### src/rtl/conv_pkg.sv
// Shared constants, FSM state type and tap index mapping for the 3x3 convolution datapath.
package conv_pkg;

    localparam int unsigned K      = 3;
    localparam int unsigned N_TAPS = K * K;

    typedef enum logic [1:0] {
        FILL  = 2'd0,
        RUN   = 2'd1,
        DRAIN = 2'd2
    } state_e;

    // Tap ordering shared with the multiplier/adder-tree side.
    function automatic int unsigned idx(input int unsigned r, input int unsigned c);
        return K * r + c;
    endfunction

endpackage

### src/rtl/line_buffer.sv
// Enable-gated shift register: output is the input delayed by DEPTH accepted samples.
module line_buffer #(
    parameter int unsigned DATA_WIDTH = 16,
    parameter int unsigned DEPTH      = 8
) (
    input  logic                         clk,
    input  logic                         en_i,
    input  logic signed [DATA_WIDTH-1:0] data_i,
    output logic signed [DATA_WIDTH-1:0] data_o
);

    logic signed [DATA_WIDTH-1:0] mem_q [DEPTH];

    // No reset: stale contents only ever reach windows that are never emitted.
    always_ff @(posedge clk) begin
        if (en_i) begin
            mem_q[0] <= data_i;
            for (int unsigned i = 1; i < DEPTH; i++) begin
                mem_q[i] <= mem_q[i-1];
            end
        end
    end

    assign data_o = mem_q[DEPTH-1];

endmodule

### src/rtl/conv_window_gen.sv
// Streaming 3x3 valid-mode sliding-window generator over a raster-order pixel stream.
module conv_window_gen
    import conv_pkg::*;
#(
    parameter int unsigned DATA_WIDTH = 16,
    parameter int unsigned IMG_W      = 8,
    parameter int unsigned IMG_H      = 8
) (
    input  logic                         clk,
    input  logic                         rst,
    input  logic                         in_valid,
    output logic                         in_ready,
    input  logic signed [DATA_WIDTH-1:0] in_data,
    output logic                         out_valid,
    input  logic                         out_ready,
    output logic signed [DATA_WIDTH-1:0] window [0:N_TAPS-1],
    output logic                         out_last
);

    localparam int unsigned COL_W = $clog2(IMG_W);
    localparam int unsigned ROW_W = $clog2(IMG_H);

    state_e                       state_q, state_d;
    logic [COL_W-1:0]             col_q, col_d;
    logic [ROW_W-1:0]             row_q, row_d;
    logic                         out_valid_q, out_valid_d;
    logic                         out_last_q, out_last_d;
    logic signed [DATA_WIDTH-1:0] win_q [0:N_TAPS-1];
    logic signed [DATA_WIDTH-1:0] lb0_data, lb1_data;

    logic in_fire, out_fire, col_end, row_end, emit;

    // Single output register without skid: a stalled window blocks the input directly.
    assign in_ready  = !rst && (state_q != DRAIN) && (!out_valid_q || out_ready);
    assign in_fire   = in_valid && in_ready;
    assign out_fire  = out_valid_q && out_ready;
    assign col_end   = (col_q == COL_W'(IMG_W - 1));
    assign row_end   = (row_q == ROW_W'(IMG_H - 1));
    assign emit      = in_fire && (row_q >= ROW_W'(2)) && (col_q >= COL_W'(2));

    line_buffer #(.DATA_WIDTH(DATA_WIDTH), .DEPTH(IMG_W)) u_lb0 (
        .clk    (clk),
        .en_i   (in_fire),
        .data_i (in_data),
        .data_o (lb0_data)
    );

    line_buffer #(.DATA_WIDTH(DATA_WIDTH), .DEPTH(IMG_W)) u_lb1 (
        .clk    (clk),
        .en_i   (in_fire),
        .data_i (lb0_data),
        .data_o (lb1_data)
    );

    always_ff @(posedge clk) begin
        if (rst) begin
            state_q     <= FILL;
            col_q       <= '0;
            row_q       <= '0;
            out_valid_q <= 1'b0;
            out_last_q  <= 1'b0;
        end else begin
            state_q     <= state_d;
            col_q       <= col_d;
            row_q       <= row_d;
            out_valid_q <= out_valid_d;
            out_last_q  <= out_last_d;
        end
    end

    always_comb begin
        state_d     = state_q;
        col_d       = col_q;
        row_d       = row_q;
        out_valid_d = out_valid_q;
        out_last_d  = out_last_q;

        if (out_fire) begin
            out_valid_d = 1'b0;
            out_last_d  = 1'b0;
        end
        if (emit) begin
            out_valid_d = 1'b1;
            out_last_d  = row_end && col_end;
        end

        if (in_fire) begin
            if (col_end) begin
                col_d = '0;
                row_d = row_end ? '0 : row_q + ROW_W'(1);
            end else begin
                col_d = col_q + COL_W'(1);
            end
        end

        case (state_q)
            FILL:    if (in_fire && col_end && (row_q == ROW_W'(1))) state_d = RUN;
            RUN:     if (in_fire && col_end && row_end)              state_d = DRAIN;
            DRAIN:   if (out_fire && out_last_q)                     state_d = FILL;
            default: state_d = FILL;
        endcase
    end

    // Tap array shifts left; new right column is {two rows up, one row up, current}.
    always_ff @(posedge clk) begin
        if (rst) begin
            for (int unsigned k = 0; k < N_TAPS; k++) begin
                win_q[k] <= '0;
            end
        end else if (in_fire) begin
            for (int unsigned r = 0; r < K; r++) begin
                for (int unsigned c = 0; c < K - 1; c++) begin
                    win_q[idx(r, c)] <= win_q[idx(r, c + 1)];
                end
            end
            win_q[idx(0, K - 1)] <= lb1_data;
            win_q[idx(1, K - 1)] <= lb0_data;
            win_q[idx(2, K - 1)] <= in_data;
        end
    end

    always_comb begin
        for (int unsigned k = 0; k < N_TAPS; k++) begin
            window[k] = win_q[k];
        end
    end

    assign out_valid = out_valid_q;
    assign out_last  = out_last_q;

endmodule

### config.mk
export PLATFORM = sky130hd
export DESIGN_NAME = conv_window_gen
export DESIGN_NICKNAME = d
export VERILOG_FILES = /design/src/rtl/conv_pkg.sv /design/src/rtl/line_buffer.sv /design/src/rtl/conv_window_gen.sv
export SDC_FILE = /design/constraint.sdc
export NUM_CORES = 1
export LEC_CHECK = 0
export ABC_AREA = 1
export ABC_CLOCK_PERIOD_IN_PS = 9300
export CAP_MARGIN = 15
export CORE_MARGIN = 3
export CORE_UTILIZATION = 45
export CTS_CLUSTER_SIZE = 10
export DETAILED_ROUTE_END_ITERATION = 16
export PLACE_DENSITY = 0.66
export SLEW_MARGIN = 30
export SYNTH_ARGS = -nofsm -noshare
export SYNTH_HDL_FRONTEND = slang
export SYNTH_HIERARCHICAL = 1
export SYNTH_SLANG_ARGS = --single-unit
### constraint.sdc
create_clock -name clk -period 9.3 [get_ports clk]
set_input_delay 1.86 -clock clk [delete_from_list [all_inputs] [get_ports clk]]
set_output_delay 1.86 -clock clk [all_outputs]
set_load 0.005 [all_outputs]
Yosys cells after proc, flatten, opt, wreduce, memory -nomap -nowiden:

Memory sizes are Yosys's and may differ from the RTL's.
Cells that the tools add are included.

* $add $sub $neg: 2
* magnitude comparators: 2
* eq/ne operators: 9
* multiplexer cells: 24
* bitwise gates (word level): 9
* reduce and logical (&&, ||, !) cells: 18

Operators by type and width (number)
* 2-to-1 mux 16 bit: 9
* logical AND 1 bit: 11
* 2-to-1 mux 1 bit: 9
* OR 1 bit: 9
* != test 2 bit (second input constant): 4
* adder 3 x 1 -> 3 bit (second input constant): 2
* == test 3 bit (second input constant): 2
* >= comparator 3 x 2 -> 1 bit (second input constant): 2
* 2-to-1 mux 2 bit: 3
* 2-to-1 mux 3 bit: 2
* one-hot mux 2 bit (3 select lines): 1
* == test 3 x 1 -> 1 bit (second input constant): 1
* AND reduction 3 bit: 1
* == test 2 x 1 -> 1 bit (second input constant): 1
* == test 2 bit (second input constant): 1
* zero test 1 bit: 2
* zero test 2 bit: 1
* AND reduction 2 bit: 1
* nonzero test 2 bit: 1
* logical OR 1 bit: 1

* register bits: 10
* memory bits (writable): 400
* input port bits: 20
* output and inout port bits: 147
* logic and storage cells: 72
* memories kept: 3

Memories
* win_q: words 9, width 16, read ports 9, clocked after memory_dff 0, wr ports 9, RTL line conv_window_gen.sv:28 `logic signed [DATA_WIDTH-1:0] win_q [0:N_TAPS-1];`
* u_lb0.mem_q: words 8, width 16, read ports 8, clocked after memory_dff 0, wr ports 8, RTL line line_buffer.sv:12 `logic signed [DATA_WIDTH-1:0] mem_q [DEPTH];`
* u_lb1.mem_q: words 8, width 16, read ports 8, clocked after memory_dff 0, wr ports 8, RTL line line_buffer.sv:12

Depth between registers and ports, before layout:

Gate-level depths: netlist of run 1.

* depth in word-level cells: 8
* gate-level depth with buffers: 8
* gate-level depth less buffers: 8

Hierarchy:

Netlist of run 1, hierarchy kept.

Modules (own cells, without submodules)
* line_buffer: times used 2, cells an instance 144, area an instance 3963.8 sq um, seq. area each 3843.7 sq um
* conv_window_gen: times used 1, cells an instance 520, area an instance 6966.7 sq um, seq. area each 4524.3 sq um

Least setup slack after synthesis of run 1:

No wires, ideal clock.

* path type: input port to flip-flop
* from: in out_ready
* to: mem win_q[0][0], enable pin
* library setup time: 510 ps
* arrival time: 7830 ps
* required time: 8790 ps
* setup slack: 961 ps
* cell stages on the path: 8
* buffers on the path: 2
* path through: inv_1 -> nand2_2 -> nand3_4 -> nor2_8 -> inv_4 -> buf_6 -> buf_6 -> nand2_1

RTL lines
* start: declaration: RTL line conv_window_gen.sv:15 `input logic out_ready,`
* end: declaration: RTL line conv_window_gen.sv:28

==> impl_metrics.py, run 1 <==
metrics = {
    "clocking": {
        "clkTransAtPathRegs_ps": 50,
        "post-cts-setup-buffer-count": 0,
        "cts.path.max_buffers": 3,
        "clock_sinks": 410,
        "clk_latency_ps": 530,
        "cts-root-buf": "clkbuf_16",
        "cts_buffers": 47,
        "cts_tree": "yes",
        "cts_resized": 0,
        "htree_levels": 2,
        "hold_buffers": 0,
    },
    "placement": {
        "port_buffers": 166,
        "post_dp_cell_area_um2": 16650,
        "dp.final_hpwl_um": 11500,
        "place_congestion": 0.7179,
    },
    "die": {
        "die_w_um": 187.9,
        "initial_utilization": 0.4636,
        "die_area_um2": 35320,
        "ios": 167,
        "die_h_um": 187.9,
        "num_rows": 65,
        "core_um2": 32120,
    },
    "final_layout": {
        "fin_nets": 1005,
        "fin_area_um2": 17990,
        "insertedDiodeCount": 0,
        "final_common_cell": "edfxtp_1",
        "drive_above_1_share": 0.1618,
        "syn2layout_area_growth_pct": 20.78,
        "layout_common_cells": "edfxtp_1 (400), clkdlybuf4s50_1 (166), inv_1 (151)",
    },
    "worst_hold_path": {
        "hold_class": "flop to flop",
        "whs_path_depth": 0,
        "hp-start": "u_lb1/mem_q[0][5]",
        "whs_endpoint": "u_lb1/mem_q[0][21]",
    },
    "pwr": {
        "powerDensity_nw_per_um2": 218.1,
        "power_frac_clock": 0.396,
        "power_frac_seq": 0.550,
        "vdd_ir_drop_max_uv": 157.8,
        "switchingPower_mw": 0.7754,
        "leakagePower_nw": 6.355,
        "pwr-share-comb": 0.054,
        "p_sw_frac": 0.1976,
        "p_int_mw": 3.149,
    },
    "global_route": {
        "grt-ovfl-total": 0,
        "gr-usage-all-layers": 0.1151,
        "grt_pass1_vias": 6431,
        "antenna_found_initial": 0,
        "grt_pass1_wl_um": 33320,
        "grt_max_degree": 206,
    },
    "synthesis": {
        "syn_area_per_cell_um2": 18.43,
        "synth_top_area_share": 0.8065,
        "synth_nets": 833,
        "synthesis.area_um2": 14890,
        "synth_top_area_cell": "edfxtp_1",
        "synth-seq-cells": 410,
        "synth.distinct_cells": 24,
        "synth_area_leaders": "edfxtp_1 (81%), nor2_4 (7.6%), inv_1 (3.8%)",
        "seq_area_frac_synth": 0.8199,
        "yosys_warnings": 6,
        "synthCells": 808,
    },
    "detailed_routing": {
        "antenna_left": 0,
        "via_per_inst": 4.385,
        "post_drt_wl_per_cell_um": 14.06,
        "vias": 6271,
        "dr.pass1.iters": 4,
        "drt-total-wl_um": 20110,
        "post-route-drc-count": 0,
        "drt-initial-drc-count": 388,
    },
    "worst_setup_path": {
        "crit_path_end_kind": "flop",
        "worstSetupStartpointType": "input pin",
        "r2r_end": "win_q[0][59]",
        "r2r_start": "state_q[0]",
        "critPathMaxFanout": 112,
        "slowest_delay_ps": 930,
        "rr_worst_depth": 8,
        "cp_cell_sequence": "clkdlybuf4s50_1, inv_2, nand3_4, nor2_8, buf_16, clkinv_8, nand2_4, buf_6",
        "critPathKind": "input pin to flop",
        "crit_path_top_delay_cell": "nand2_4",
        "r2r_setup_slack_ps": 5110,
        "cp.required_ps": 9440,
        "crit_arrival_ps": 5890,
    },
    "timing": {
        "skew_ps": 12.32,
        "tightest_slew_ps": 966.9,
        "rsz0062_at_grt": "false",
        "slew_viol_final": 0,
        "fin_crit_sh": 0.6181,
        "fin_hold_ws_ps": 407.6,
        "post-route-min-period_ps": 5749,
        "finalSetupTns_ps": 0,
        "relSlewSlack": 0.3554,
        "fmax_mhz": 174.0,
        "hold_viol": 0,
        "setup_violations": 0,
    },
    "run_status": {
        "status": "finished clean",
    },
    "job": {
        "drv_cap": 0,
    },
}
[stage by stage]
| stage | worst slack [ps] | power (mW) | utilization | instances |
|---|---|---|---|---|
| floorplan | 960.7 | 2.308 | - | 808 |
| global placement | 2442 | 2.404 | 0.5182 | 1364 |
| detailed placement | 2584 | 2.412 | 0.5184 | 1364 |
| CTS | 3151 | 3.978 | 0.5582 | 1428 |
| global route | 3237 | 4.088 | 0.5600 | 1430 |
| finish | 3551 | 3.924 | 0.5600 | 1430 |
[sequential cells by signal, indices dropped and copies added, names as in the netlist]
register and flops:
win_q 144, u_lb0/mem_q 128, u_lb1/mem_q 128, col_q 3, row_q 3, state_q 2, out_last 1, out_valid 1
[critical path: cells and delay by family]
family	cells	cell delay (ps)
buffers and inverters	5	2260
AND/OR/NAND/NOR	3	1580
[power by group through the flow]
stage | Sequential [mW] | Clock, mW | Combinational, mW
after global placement | 2.19 | 0 | 0.210
after global routing | 2.17 | 1.69 | 0.232
final | 2.16 | 1.55 | 0.212
after detailed placement | 2.20 | 0 | 0.214
after CTS | 2.16 | 1.60 | 0.215
after floorplan | 2.20 | 0 | 0.109
[area by class of cell]
type	instances	area, um2
Clock buffer	58	1239
Clock inverter	6	40.04
Fill cell	2421	14130
Inverter	153	586.8
Multi-Input combinational cell	197	1609
Sequential cell	410	12210
Tap cell	435	544.3
Timing Repair Buffer	171	1759
[cell usage after synthesis, drive strengths merged]
master / number
nor3: 1
nand3b: 1
a21oi: 4
o22a: 1
a21boi: 1
ha: 5
nand2: 12
nand4: 2
dfxtp: 10
nor2: 160
nand3: 5
o21ai: 5
buf: 48
inv: 153
edfxtp: 400
[cell families (layout without fill, tap and decap cells)]
family                     Yosys count  count (layout)  share of synthesized area
DFF                                410             410                     0.8199
adders and majority gates            5               5                   0.004200
buffers and inverters              201             388                    0.07258
and+or+nand+nor                    181             181                    0.09921
AOI/OAI and AO/OA                   11              11                   0.004116
[worst max-delay path by stage]
stage | from | to | slack (ps)
after global placement | rst | win_q[0][12] | 2440
after CTS | rst | win_q[0][31] | 3150
final | rst | win_q[0][59] | 3550
after global routing | rst | win_q[0][27] | 3240
after floorplan | out_ready | win_q[0][0] | 960
after detailed placement | rst | win_q[0][12] | 2580
[routing by layer]
layer,up-vias,part of all wire,global-route usage
met2,201,0.44,0.1719
met1,2996,0.45,0.1562
met5,-,0,0
met3,45,0.088,0.04468
met4,0,0.022,0.03810
li1,3029,-,-
Power figures use the tool's default switching activity.
==> run 2: changes to the inputs <==
Settings changed: ABC_CLOCK_PERIOD_IN_PS 9300 to 5600.
Clock period 9.3 ns to 5.6 ns, I/O delays scaled along.
==> impl_metrics.py, run 2 (synthesized netlist as in run 1, its figures left out) <==
metrics = {
    "final_layout": {
        "largest_register": "win_q",
        "fin_nets": 1007,
        "syn2layout_area_growth_pct": 21.05,
        "fillerInstances": 2454,
        "insertedDiodeCount": 0,
        "layout_common_cells": "edfxtp_1 (400), clkdlybuf4s50_1 (166), inv_1 (151)",
        "fin_area_um2": 18030,
        "top_regs": "win_q (144), u_lb0/mem_q (128), u_lb1/mem_q (128)",
        "largest_reg_flops": 144,
        "fin_cells": 1431,
        "drive_above_1_share": 0.1657,
        "register_area_um2": 12210,
        "final_common_cell": "edfxtp_1",
        "multiInputGateArea_um2": 1618,
    },
    "worst_setup_path": {
        "critPathKind": "input pin to output port",
        "crit_path_top_delay_cell": "clkdlybuf4s50_1",
        "cp.required_ps": 4480,
        "slowest_delay_ps": 520,
        "critPathTopFamily": "buffers and inverters",
        "crit_path_end_kind": "output port",
        "worstSetupStartpointType": "input pin",
        "crit_arrival_ps": 2570,
        "critPathMaxFanout": 9,
        "critPathBufInv": 3,
        "cp_cell_sequence": "clkdlybuf4s50_1, inv_2, nand2_1, nor2_1, clkdlybuf4s50_1",
        "cpMostUsedCell": "clkdlybuf4s50_1",
    },
    "detailed_routing": {
        "vias": 6373,
        "drt-initial-drc-count": 451,
        "post-route-drc-count": 0,
        "wl_met3_um": 1819,
        "post_drt_wl_per_cell_um": 14.22,
        "dr_wl_met2_um": 9021,
        "via_per_inst": 4.454,
        "antenna_left": 0,
        "dr.pass1.iters": 5,
        "drt-total-wl_um": 20340,
        "routed.top_layer": "met4",
        "wl_met1_um": 9038,
    },
    "die": {
        "ios": 167,
        "initial_utilization": 0.4636,
        "core_um2": 32120,
        "die_area_um2": 35320,
        "die_h_um": 187.9,
        "num_rows": 65,
        "die_w_um": 187.9,
    },
    "placement": {
        "post_dp_cell_area_um2": 16710,
        "port_buffers": 166,
        "dp.cells": 1367,
        "place_congestion": 0.6824,
        "pre_cts_ws_ps": 1388,
        "dp.final_hpwl_um": 11730,
    },
    "timing": {
        "fmax_mhz": 271.1,
        "layout_setup_ws_ps": 1911,
        "rsz0062_at_grt": "false",
        "relSlewSlack": 0.3362,
        "setup_violations": 0,
        "tightest_slew_ps": 995.8,
        "slew_viol_final": 0,
        "skew_ps": 13.60,
        "hold_viol": 0,
        "post-route-min-period_ps": 3689,
        "fin_crit_sh": 0.6587,
        "finalSetupTns_ps": 0,
    },
    "clocking": {
        "cts.path.max_buffers": 3,
        "cts_buffers": 47,
        "post-cts-setup-buffer-count": 0,
        "clkTransAtPathRegs_ps": 50,
        "clk_latency_ps": 530,
        "cts-root-buf": "clkbuf_16",
        "cts_resized": 0,
        "cts_tree": "yes",
        "hold_buffers": 0,
        "clock_sinks": 410,
        "htree_levels": 2,
    },
    "run_status": {
        "status": "finished clean",
    },
    "pwr": {
        "vdd_ir_drop_max_uv": 231.6,
        "powerDensity_nw_per_um2": 362.6,
        "leakagePower_nw": 6.374,
    },
    "global_route": {
        "grt_pass1_wl_um": 33350,
        "antenna_found_initial": 0,
        "grt_max_degree": 130,
        "grt-ovfl-total": 0,
        "gr-usage-all-layers": 0.1169,
        "grt_pass1_vias": 6393,
    },
    "worst_hold_path": {
        "hold_class": "flop to flop",
    },
    "job": {
        "drv_cap": 0,
    },
}
-- run 2: worst paths after layout --
| check | from | end | slack [ps] | cells past startpoint |
|---|---|---|---|---|
| setup / recovery | rst | in_ready | 1910 | 5 |
| hold / removal | u_lb0/mem_q[0][3] | u_lb0/mem_q[0][19] | 410 | 0 |
| setup reg to reg | state_q[0] | u_lb0/mem_q[1][35] | 2830 | 7 |
| hold reg to reg | u_lb0/mem_q[0][3] | u_lb0/mem_q[0][19] | 410 | 0 |
-- run 2: layout make-up --
| type | count | area share |
|---|---|---|
| Clock inverter | 3 | 0.001874 |
| Tap cell | 435 | 0.03019 |
| Timing Repair Buffer | 173 | 0.09868 |
| Clock buffer | 60 | 0.06967 |
| Inverter | 153 | 0.03255 |
| Sequential cell | 410 | 0.6773 |
| Multi-Input combinational cell | 197 | 0.08973 |
-- run 2: stage by stage --
| stage | util | hold slack, ps | power (mW) |
|---|---|---|---|
| 6_report | 0.5612 | 409.7 | 6.537 |
| 5_1_grt | 0.5612 | 418.9 | 6.794 |
| 4_1_cts | 0.5604 | 409.7 | 6.640 |
| 3_5_place_dp | 0.5202 | 404.5 | 4.008 |
| 3_3_place_gp | 0.5194 | 400.5 | 3.994 |
| 2_1_floorplan | - | 400.3 | 3.826 |
-- run 2: metal layers --
layer	global-route usage	up-vias
li1	-	3040
met1	0.1577	3089
met2	0.1764	200
met3	0.04188	44
met4	0.04271	0
met5	0	-
-- run 2: worst reg2reg max path: stages (launching register included) --
cell and delay, ps:
dfxtp_1 300, inv_1 50, nand2_1 120, nand3_4 100, nor2_8 160, buf_4 570, buf_12 460, buf_16 520
-- run 2: power breakdown --
part | leakage [nW] | internal (mW) | total [mW] | switching, mW
registers | 4.02 | 3.53 | 3.58 | 0.0520
logic | 1.73 | 0.165 | 0.357 | 0.192
clock network | 0.627 | 1.55 | 2.60 | 1.05
==> run 3: changes to the inputs <==
Settings changed: ABC_CLOCK_PERIOD_IN_PS 5600 to 3100, PLACE_DENSITY 0.66 to 0.69.
Clock period 5.6 ns to 3.1 ns, I/O delays scaled along.
==> impl_metrics.py, run 3 (synthesized netlist as in run 1, its figures left out) <==
metrics = {
    "final_layout": {
        "insertedDiodeCount": 0,
        "layout_common_cells": "edfxtp_1 (400), clkdlybuf4s50_1 (166), inv_1 (150)",
        "syn2layout_area_growth_pct": 21.73,
        "drive_above_1_share": 0.1700,
        "fin_nets": 1012,
        "multiInputGateArea_um2": 1623,
        "final_common_cell": "edfxtp_1",
        "fillerInstances": 2396,
        "top_regs": "win_q (144), u_lb0/mem_q (128), u_lb1/mem_q (128)",
        "register_area_um2": 12210,
        "largest_reg_flops": 144,
        "largest_register": "win_q",
    },
    "worst_setup_path": {
        "worstSetupStartpointType": "input pin",
        "crit_path_end_kind": "output port",
        "critPathKind": "input pin to output port",
        "cp.required_ps": 2480,
        "rr_worst_depth": 6,
        "crit_arrival_ps": 2110,
        "critPathMaxFanout": 9,
    },
    "worst_hold_path": {
        "hold_class": "flop to flop",
        "whs_path_depth": 0,
    },
    "detailed_routing": {
        "dr.pass1.iters": 6,
        "post_drt_wl_per_cell_um": 14.42,
        "antenna_left": 0,
        "drt-initial-drc-count": 379,
        "drt-total-wl_um": 20690,
        "vias": 6309,
        "post-route-drc-count": 0,
        "via_per_inst": 4.397,
    },
    "timing": {
        "post-route-min-period_ps": 2731,
        "relSlewSlack": 0.5486,
        "finalSetupTns_ps": 0,
        "fin_crit_sh": 0.8808,
        "hold_viol": 0,
        "slew_viol_final": 0,
        "rsz0062_at_grt": "false",
        "skew_ps": 12.81,
        "tightest_slew_ps": 677.1,
        "layout_setup_ws_ps": 369.4,
        "fmax_mhz": 366.2,
        "setup_violations": 0,
    },
    "clocking": {
        "cts.path.max_buffers": 3,
        "clk_latency_ps": 520,
        "cts_buffers": 47,
        "htree_levels": 2,
        "cts-root-buf": "clkbuf_16",
        "clkTransAtPathRegs_ps": 50,
        "cts_resized": 0,
        "clock_sinks": 410,
        "cts_tree": "yes",
        "post-cts-setup-buffer-count": 0,
        "hold_buffers": 0,
    },
    "run_status": {
        "status": "finished clean",
    },
    "pwr": {
        "vdd_ir_drop_max_uv": 453.2,
        "leakagePower_nw": 6.423,
        "power_mw": 11.80,
        "powerDensity_nw_per_um2": 650.7,
    },
    "placement": {
        "port_buffers": 166,
        "pre_cts_ws_ps": 233.0,
        "place_congestion": 0.6785,
        "dp.final_hpwl_um": 12430,
    },
    "die": {
        "ios": 167,
        "die_area_um2": 35320,
        "num_rows": 65,
        "die_h_um": 187.9,
        "die_w_um": 187.9,
        "initial_utilization": 0.4636,
        "core_um2": 32120,
    },
    "global_route": {
        "grt_use_met2": 0.1807,
        "use_met1": 0.1592,
        "grt_pass1_vias": 6490,
        "grt-ovfl-total": 0,
        "antenna_found_initial": 0,
        "met3_usage": 0.04281,
        "gr-usage-all-layers": 0.1183,
        "grt_pass1_wl_um": 33900,
        "grt-busiest-layer": "met2",
        "grt_max_degree": 96,
    },
    "job": {
        "drv_cap": 0,
    },
}
==> run 3: changes by cell type in the layout (fill, tap and decap cells not counted), sizes merged <==
cell,delta
buf,+5
clkinv,-1
inv,+1
clkbuf,-1
==> run 3: critical path: stages <==
cell and delay (ps):
clkdlybuf4s50_1 610, inv_12 170, nand2_1 60, nor2_1 130, clkdlybuf4s50_1 520
==> run 3: final cells by class <==
cell class / instances / area share
inverter: 153 / 0.03375
clock inverter: 3 / 0.001863
sequential: 410 / 0.6735
multi-input combinational: 197 / 0.08950
tap: 435 / 0.03002
clock buffer: 59 / 0.06853
timing repair buffer: 178 / 0.1028
==> run 3: path summary, 6_finish.rpt <==
path	from	endpoint	slack [ps]
max	rst	in_ready	370
min	u_lb1/mem_q[1][40]	u_lb1/mem_q[1][56]	410
max reg2reg	state_q[0]	u_lb0/mem_q[0][17]	1190
min reg2reg	u_lb1/mem_q[1][40]	u_lb1/mem_q[1][56]	410
==> run 3: metrics by stage <==
stage / std cells / hold slack, ps / cell area [um2] / utilization
6_report: 1435 / 410.8 / 18130 / 0.5644
4_1_cts: 1435 / 403.9 / 18130 / 0.5644
3_3_place_gp: 1373 / 400.5 / 16850 / 0.5247
3_5_place_dp: 1373 / 404.5 / 16850 / 0.5247
5_1_grt: 1435 / 403.8 / 18130 / 0.5644
2_1_floorplan: 808 / 400.3 / 14940 / -
==> run 3: layer usage <==
metal / share of wire / wire [um]
met2: 0.45 / 9330
met5: 0 / 0
met4: 0.022 / 457
met1: 0.45 / 9228
met3: 0.081 / 1675
==> run 3: report_power, final <==
group,switching [mW],internal [mW]
registers,0.0968,6.38
logic,0.352,0.309
clock network,1.89,2.77
